File: config.mk
export PLATFORM = sky130hd
export DESIGN_NAME = fact_seq_ctrl_flat
export DESIGN_NICKNAME = d
export VERILOG_FILES = /design/src/rtl/fact_pkg.sv /design/src/rtl/fact_seq_ctrl_if.sv /design/src/rtl/fact_dcnt.sv /design/src/rtl/fact_seq_ctrl.sv /design/src/flat_wrapper.sv
export SDC_FILE = /design/constraint.sdc
export NUM_CORES = 1
export LEC_CHECK = 0
export CAP_MARGIN = 40
export CORE_MARGIN = 2
export CORE_UTILIZATION = 58
export CTS_CLUSTER_DIAMETER = 120
export CTS_CLUSTER_SIZE = 16
export DETAILED_ROUTE_END_ITERATION = 8
export PLACE_DENSITY = 0.8
export SYNTH_ARGS = -nofsm -noshare
export SYNTH_HDL_FRONTEND = slang
export SYNTH_HIERARCHICAL = 1
export SYNTH_SLANG_ARGS = --single-unit
File: constraint.sdc
create_clock -name clk -period 5.7 [get_ports clk]
set_clock_uncertainty 0.15 [all_clocks]
set_input_delay 1.425 -clock clk [delete_from_list [all_inputs] [get_ports clk]]
set_output_delay 1.425 -clock clk [all_outputs]
set_load 0.01 [all_outputs]
File: src/rtl/fact_pkg.sv
// fact_pkg: shared state encoding and default widths for the factorial sequencer.
//   state_e   : controller FSM states (IDLE, MULT, DONE)
//   N_W_DEF   : default operand/counter width
//   P_W_DEF   : default product/result width
package fact_pkg;

    typedef enum logic [1:0] {
        IDLE = 2'd0,
        MULT = 2'd1,
        DONE = 2'd2
    } state_e;

    localparam int N_W_DEF = 8;
    localparam int P_W_DEF = 32;

endpackage

File: src/rtl/fact_seq_ctrl_if.sv
// fact_seq_ctrl_if: request/result handshake bundle between a source/consumer and the controller.
//   in_valid/in_ready/n          : operand handshake
//   out_valid/out_ready          : result handshake
//   result/ovf                   : n! truncated to P_W bits and overflow flag
//   busy                         : controller is iterating the product
//   master : source/consumer side; slave : controller side
interface fact_seq_ctrl_if
    import fact_pkg::*;
#(
    parameter int N_W = N_W_DEF,
    parameter int P_W = P_W_DEF
) ();

    logic           in_valid;
    logic           in_ready;
    logic [N_W-1:0] n;
    logic           out_valid;
    logic           out_ready;
    logic [P_W-1:0] result;
    logic           ovf;
    logic           busy;

    modport master (
        output in_valid, n, out_ready,
        input  in_ready, out_valid, result, ovf, busy
    );

    modport slave (
        input  in_valid, n, out_ready,
        output in_ready, out_valid, result, ovf, busy
    );

endinterface

File: src/rtl/fact_dcnt.sv
// fact_dcnt: N_W-bit loadable down-counter.
//   clk, rst_n : clock, asynchronous active-low reset (clears to 0)
//   en         : enable; with load_cnt loads d, without it decrements
//   load_cnt   : select load versus decrement when enabled
//   d          : load value
//   q          : current count
module fact_dcnt
    import fact_pkg::*;
#(
    parameter int N_W = N_W_DEF
) (
    input  logic           clk,
    input  logic           rst_n,
    input  logic           en,
    input  logic           load_cnt,
    input  logic [N_W-1:0] d,
    output logic [N_W-1:0] q
);

    logic [N_W-1:0] cnt_q;
    logic [N_W-1:0] cnt_d;

    always_comb begin
        cnt_d = cnt_q;
        if (en) cnt_d = load_cnt ? d : cnt_q - N_W'(1);
    end

    always_ff @(posedge clk or negedge rst_n) begin
        if (!rst_n) cnt_q <= '0;
        else        cnt_q <= cnt_d;
    end

    assign q = cnt_q;

endmodule

File: src/rtl/fact_seq_ctrl.sv
// fact_seq_ctrl: accepts n, iterates prod <= prod*count down to count 1, returns n! with overflow flag.
//   clk, rst_n : clock, asynchronous active-low reset (aborts any operation)
//   bus        : slave side of fact_seq_ctrl_if (operand handshake, result handshake, busy)
module fact_seq_ctrl
    import fact_pkg::*;
#(
    parameter int N_W = N_W_DEF,
    parameter int P_W = P_W_DEF
) (
    input  logic             clk,
    input  logic             rst_n,
    fact_seq_ctrl_if.slave   bus
);

    state_e         state_q, state_d;
    logic [P_W-1:0] prod_q, prod_d;
    logic           ovf_q, ovf_d;
    logic           en, load_cnt;
    logic [N_W-1:0] count;
    logic [P_W+N_W-1:0] mul_w;

    fact_dcnt #(.N_W(N_W)) u_cnt (
        .clk      (clk),
        .rst_n    (rst_n),
        .en       (en),
        .load_cnt (load_cnt),
        .d        (bus.n),
        .q        (count)
    );

    // Full-width product so bits lost to truncation can be folded into ovf.
    assign mul_w = {{N_W{1'b0}}, prod_q} * {{P_W{1'b0}}, count};

    always_comb begin
        state_d  = state_q;
        prod_d   = prod_q;
        ovf_d    = ovf_q;
        en       = 1'b0;
        load_cnt = 1'b0;
        case (state_q)
            IDLE: if (bus.in_valid) begin
                en       = 1'b1;
                load_cnt = 1'b1;
                prod_d   = P_W'(1);
                ovf_d    = 1'b0;
                state_d  = MULT;
            end
            // Stop at count<=1 so the counter never wraps below 1 (or leaves 0 alone).
            MULT: if (count <= N_W'(1)) begin
                state_d = DONE;
            end else begin
                en     = 1'b1;
                prod_d = mul_w[P_W-1:0];
                ovf_d  = ovf_q | (|mul_w[P_W+N_W-1:P_W]);
            end
            DONE: if (bus.out_ready) state_d = IDLE;
            default: state_d = IDLE;
        endcase
    end

    always_ff @(posedge clk or negedge rst_n) begin
        if (!rst_n) begin
            state_q <= IDLE;
            prod_q  <= '0;
            ovf_q   <= 1'b0;
        end else begin
            state_q <= state_d;
            prod_q  <= prod_d;
            ovf_q   <= ovf_d;
        end
    end

    // in_ready is gated by rst_n so it reads 0 for the whole reset interval.
    assign bus.in_ready  = rst_n && (state_q == IDLE);
    assign bus.out_valid = (state_q == DONE);
    assign bus.busy      = (state_q == MULT);
    assign bus.result    = prod_q;
    assign bus.ovf       = ovf_q;

endmodule

File: src/flat_wrapper.sv
// flat-port wrapper written by rule: the top's interface ports become plain ports
module fact_seq_ctrl_flat import fact_pkg::*;
#(
    parameter int N_W = N_W_DEF,
    parameter int P_W = P_W_DEF
)
  (clk, rst_n, bus_in_valid, bus_n, bus_out_ready, bus_in_ready, bus_out_valid, bus_result, bus_ovf, bus_busy);
  fact_seq_ctrl_if #(.N_W(N_W), .P_W(P_W)) bus_i ();
  input  logic clk;
  input  logic rst_n;
  input wire logic [$bits(bus_i.in_valid)-1:0] bus_in_valid;
  input wire logic [$bits(bus_i.n)-1:0] bus_n;
  input wire logic [$bits(bus_i.out_ready)-1:0] bus_out_ready;
  output wire logic [$bits(bus_i.in_ready)-1:0] bus_in_ready;
  output wire logic [$bits(bus_i.out_valid)-1:0] bus_out_valid;
  output wire logic [$bits(bus_i.result)-1:0] bus_result;
  output wire logic [$bits(bus_i.ovf)-1:0] bus_ovf;
  output wire logic [$bits(bus_i.busy)-1:0] bus_busy;
  assign bus_i.in_valid = bus_in_valid;
  assign bus_i.n = bus_n;
  assign bus_i.out_ready = bus_out_ready;
  assign bus_in_ready = bus_i.in_ready;
  assign bus_out_valid = bus_i.out_valid;
  assign bus_result = bus_i.result;
  assign bus_ovf = bus_i.ovf;
  assign bus_busy = bus_i.busy;
  fact_seq_ctrl #(.N_W(N_W), .P_W(P_W)) u_core (.clk(clk), .rst_n(rst_n), .bus(bus_i));
endmodule
* Word level (Yosys, flattened, before mapping)
Index checks and enable logic that the tools add are counted.
Widths: inputs -> output; s select.
** Storage, ports and cells
- Register bits :: 43
- Input bits :: 12
- Logic and storage cells :: 35
** Cells by class
- $add $sub $neg :: 1
- Multiply operators :: 1
- Order comparisons :: 1
- Equality and inequality tests :: 6
- Muxes and demuxes :: 15
- Bitwise logic cells :: 1
- Reduce and logical (&&, ||, !) cells :: 6
** Operators with widths (count)
- $mux 32 :: 2
- $pmux 32 s2 :: 1
- $mul 32x8->40 :: 1
- $le 8x1->1 const B :: 1
- $mux 8 :: 1
- $reduce_or 8->1 :: 1
- $sub 8x1->8 const B :: 1
- $mux 2 :: 3
- $ne 2x2->1 const B :: 3
- $pmux 2 s3 :: 1
- $reduce_and 3->1 :: 2
- $mux 1 :: 5
- $pmux 1 s2 :: 2
- $eq 2x1->1 const B :: 1
- $eq 2x2->1 const B :: 1
- $logic_not 2->1 :: 1
- $ne 2x1->1 const B :: 1
- $reduce_bool 2->1 :: 1
- $logic_and 1x1->1 :: 1
- $or 1x1->1 :: 1

* Logic depth before layout (Yosys ltp)
- Depth in word-level cells :: 5
- Depth in mapped cells :: 21
- Mapped depth without buffers :: 19

* Cells and area by module
The synthesis kept the hierarchy.
** Modules (own cells, without submodules)
- fact_seq_ctrl :: instances 1, cells an instance 1075, area each 9495.4 sq um
- fact_dcnt :: instances 1, cells an instance 56, area each 488.0 sq um

* Worst setup path after synthesis
No wires, ideal clock.
- Path kind :: register to register
- From :: register u_core.u_cnt.cnt_q[4], in the netlist u_core/u_cnt/q[4]
- To :: register u_core.ovf_q, in the netlist u_core/bus.ovf
- Library setup time :: 0.140 ns
- Arrival :: 5.039 ns
- Data required time :: 5.410 ns
- Slack :: 0.371 ns
- Stages on the path, launching flop included :: 21
- Clock period less this slack :: 5.329 ns
- Cell sequence :: dfrtp_1 > clkbuf_1 > nand2_1 > fa_1 > inv_1 > fa_1 > fa_1 > inv_1 > fa_1 > inv_1 > ha_1 > buf_6 > a21o_1 > o21bai_4 > a211o_1 > a31o_1 > nor3_2 > xor2_1 > o2111ai_1 > nor4_1 > a221oi_1
** Between the ends
- Cells in the longest elaborated chain, start to end :: 5
- Elaborated cells on any way between the ends :: 8
- Classes of those cells :: mul (1); order compare (1); eq/ne (1); mux (2); bitwise (1); reduce/logical (2)
** RTL lines
- from (decl) :: line fact_dcnt.sv:20 : logic [N_W-1:0] cnt_q;
- from (signal assigned) :: line fact_dcnt.sv:30 : else cnt_q <= cnt_d;
- $mul 32x8->40 :: line fact_seq_ctrl.sv:32 : assign mul_w = {{N_W{1'b0}}, prod_q} * {{P_W{1'b0}}, count};
- $reduce_or 8->1 :: line fact_seq_ctrl.sv:54 : ovf_d = ovf_q | (|mul_w[P_W+N_W-1:P_W]);
- $or 1x1->1 :: line fact_seq_ctrl.sv:54
- $mux 1 :: line fact_seq_ctrl.sv:49 : MULT: if (count <= N_W'(1)) begin
- $pmux 1 s2 :: line fact_seq_ctrl.sv:40 : case (state_q)
- to (signal assigned) :: line fact_seq_ctrl.sv:69 : ovf_q <= ovf_d;
- to (decl) :: line fact_seq_ctrl.sv:17 : logic ovf_q, ovf_d;
Parallel ways exist; a longest one is shown, timed or not. The select of a mux whose other input is x is not followed.
A chain may end at the register's enable or synchronous reset.

* Final worst setup path
- From :: register u_core.u_cnt.cnt_q[5], in the netlist u_core/u_cnt/q[5]
- To :: register u_core.ovf_q, in the netlist u_core/bus.ovf
Same word-level chain as after synthesis.

==> metrics.txt <==
type of origin of the critical path=flip-flop; post-DR wirelength/cell=18.1 um; post-route cell area=0.0111 sq mm; Core ar.=0.0167 sq mm; Initial Utilization=59.8%; TNS Setup=0 ns; row count=47; met2 GRT Util=51.0%; Synth Cell Area=0.00998 sq mm; grt total ovfl=0; Mapped Cells=1131; CTS buffer count=5; vias in the first global route=8613; worst slew pin tran=0.622 ns; R2R setup slack=0.23 ns; Seq cells post-synth=43; ANT cells=0; Max Cap Viol=0; commonest non-fill, non-tap cell in the layout=and2_1; H-tree Lvls=2; fin. max-slew vios=0; fmax=183 MHz; drt total wl=25.4 mm; Post-synth EDFFs=0; # nets final=1434; Unique masters post-synth=57; Tightest Hold Check Type=flip-flop to flip-flop; half-perimeter wire length after placement=19.6 mm; CTS tree=yes; CP Max Fanout=16; Post-synth ARST share=100%; critical path cell sequence=buf_4 > and2_1 > fa_1 > fa_1 > fa_1 > inv_1 > fa_1 > inv_1 > ha_1 > nand4_1 > a211oi_2 > a211oi_1 > buf_4 > o2111ai_2 > a311oi_2 > o21ai_1 > xor2_1 > nor2_1 > a221oi_1; Most Crowded Layer GR=met2; die area=0.0183 sq mm; met1 GRT Util=41.0%; crit end category=flip-flop; Crit path largest cell delay=0.55 ns; Chip Height=135 um; Hold Vio Cnt, Final=0; final setup fails=0; I/O Pins=48; mean post-synth cell area=8.83 sq um; final period utilization=95.9%; DR DRC count=0; Slowest cell on crit path=fa_1; Final ANT Viol Nets=0; Worst VDD drop=0.0947 mV; TritonRoute pass-1 iters=5; cell leakage power=5.60 nW; first-pass GRT wire length=42.8 mm; Layout fillers=1387; Total GRT Usage=29.4%; layout cells sized above 1=6.35%; area grow syn2layout=11.1%; PD cells=57.4 mW/mm^2; Buffers on Ports=47; Die Width=135 um; initial antenna violation count=0; TritonCTS sink count=43; M3 GR Usage=3.22%; CP dominant cell by count=fa_1; Seq/Total Area, Yosys=10.8%; most frequent cells in the layout=and2_1, fa_1, inv_1; Post-synth top flop=dfrtp_1; Tmin final=5.47 ns; CTS root buf=clkbuf_16; Placed Area=0.0108 sq mm; gpl congestion=0.917; maximum buffer depth of the clock tree=2; Syn. warnings=6; Worst Path Required=5.73 ns; Vias/cell=5.79; CP arrival=5.50 ns; Final Total Pwr=0.636 mW; clock latency on the worst-skew pair=0.29 ns; relative slew slack=58.6%; Setup CP Type=flip-flop to flip-flop; Synth Net Count=1384; largest net degree at the start of global routing=67; routed via count=8120; CTS clk-pin slew, worst paths=0.06 ns; status=finished clean; DRT iter0 DRCs=521; RSZ-0062 raised after global routing=no
[stage by stage]
stage	hold slack [ns]	std cells	setup WS [ns]	utilization (%)
2_1_floorplan	0.429	1131	0.371	-
3_3_place_gp	0.472	1387	0.137	64.8
3_5_place_dp	0.457	1387	0.0787	64.8
4_1_cts	0.485	1395	0.0234	65.8
5_1_grt	0.501	1402	0.00378	66.4
6_report	0.484	1402	0.235	66.4
[registers in the layout, summed over array words and instances, names as in the netlist]
| register | count |
|---|---|
| u_core/bus.ovf | 1 |
| u_core/bus.result | 32 |
| u_core/u_cnt/q | 8 |
| u_core/state_q | 2 |
[worst max-delay path, delay by kind of cell (launching register included)]
kind	cells	cell delay, ns
xor+xnor	1	0.17
fa+ha+maj	5	2.36
buf+inv	4	0.51
simple gates	3	0.45
compound gates	6	1.22
flops	1	0.48
[cells in the mapped netlist, drive strengths merged (3+ instances only)]
cell type,instances,area [sq um]
a21oi,45,225
ha,61,763
nor3,11,60.1
xor2,17,149
o22ai,3,18.8
a211oi,7,57.6
o21a,5,37.5
nand2,82,308
xnor2,17,149
o21bai,6,60.1
or3,4,25.0
inv,175,657
nor4,3,18.8
and3,3,18.8
nand4,7,43.8
or4,5,41.3
buf,9,56.3
nor2b,7,43.8
nor2,23,86.3
o211ai,6,45.0
a21o,13,97.6
a31oi,3,18.8
o2111ai,4,41.3
and2,212,1330
o21ai,62,310
a311oi,4,35.0
dfrtp,43,1080
clkbuf,41,154
fa,180,3600
nand3,45,225
[metal layers]
metal	vias to the layer above	routed length, um
met1	4152	11200
met2	240	12700
met3	27	1230
met5	-	0
li1	3701	-
met4	0	308
[cell type report]
cell class	count	area (sq um)	share of cell area, %
Tap cell	220	275	2.48
Clock buffer	8	156	1.41
Multi-Input combinational cell	863	8100	73.0
Sequential cell	43	1080	9.73
Timing Repair Buffer	93	823	7.42
Inverter	175	657	5.92
[worst paths after layout]
kind | from | to | depth (start not counted)
min | u_core/bus.ovf$_DFFE_PN0P_ | u_core/bus.ovf$_DFFE_PN0P_ | 2
min in group asynchronous | rst_n | u_core/bus.result[0]$_DFFE_PN0P_ | 2
max in group asynchronous | rst_n | u_core/u_cnt/q[7]$_DFFE_PN0P_ | 2
min reg2reg | u_core/bus.ovf$_DFFE_PN0P_ | u_core/bus.ovf$_DFFE_PN0P_ | 2
max | u_core/u_cnt/q[5]$_DFFE_PN0P_ | u_core/bus.ovf$_DFFE_PN0P_ | 19
max reg2reg | u_core/u_cnt/q[5]$_DFFE_PN0P_ | u_core/bus.ovf$_DFFE_PN0P_ | 19
[cells by family after synthesis]
group,synth area share (%)
muxes,0.201
and+or+nand+nor,22.7
AOI/OAI and AO/OA,10.9
adders and majority gates,43.7
DFF,10.8
buffers and inverters,8.69
xor gates and xnor gates,2.98
[report_power, final]
part | switching (mW) | internal [mW]
registers | 0 | 0.305
clock network | 0.130 | 0.187
logic | 0.00779 | 0.00670
[repair_timing]
action                     in CTS  in global routing
resized for setup               0                 14
hold buffers                    0                  0
setup buffers                   0                  7
setup endpoints to repair       0                  2
Note: power is estimated with default switching activity, not from simulation.
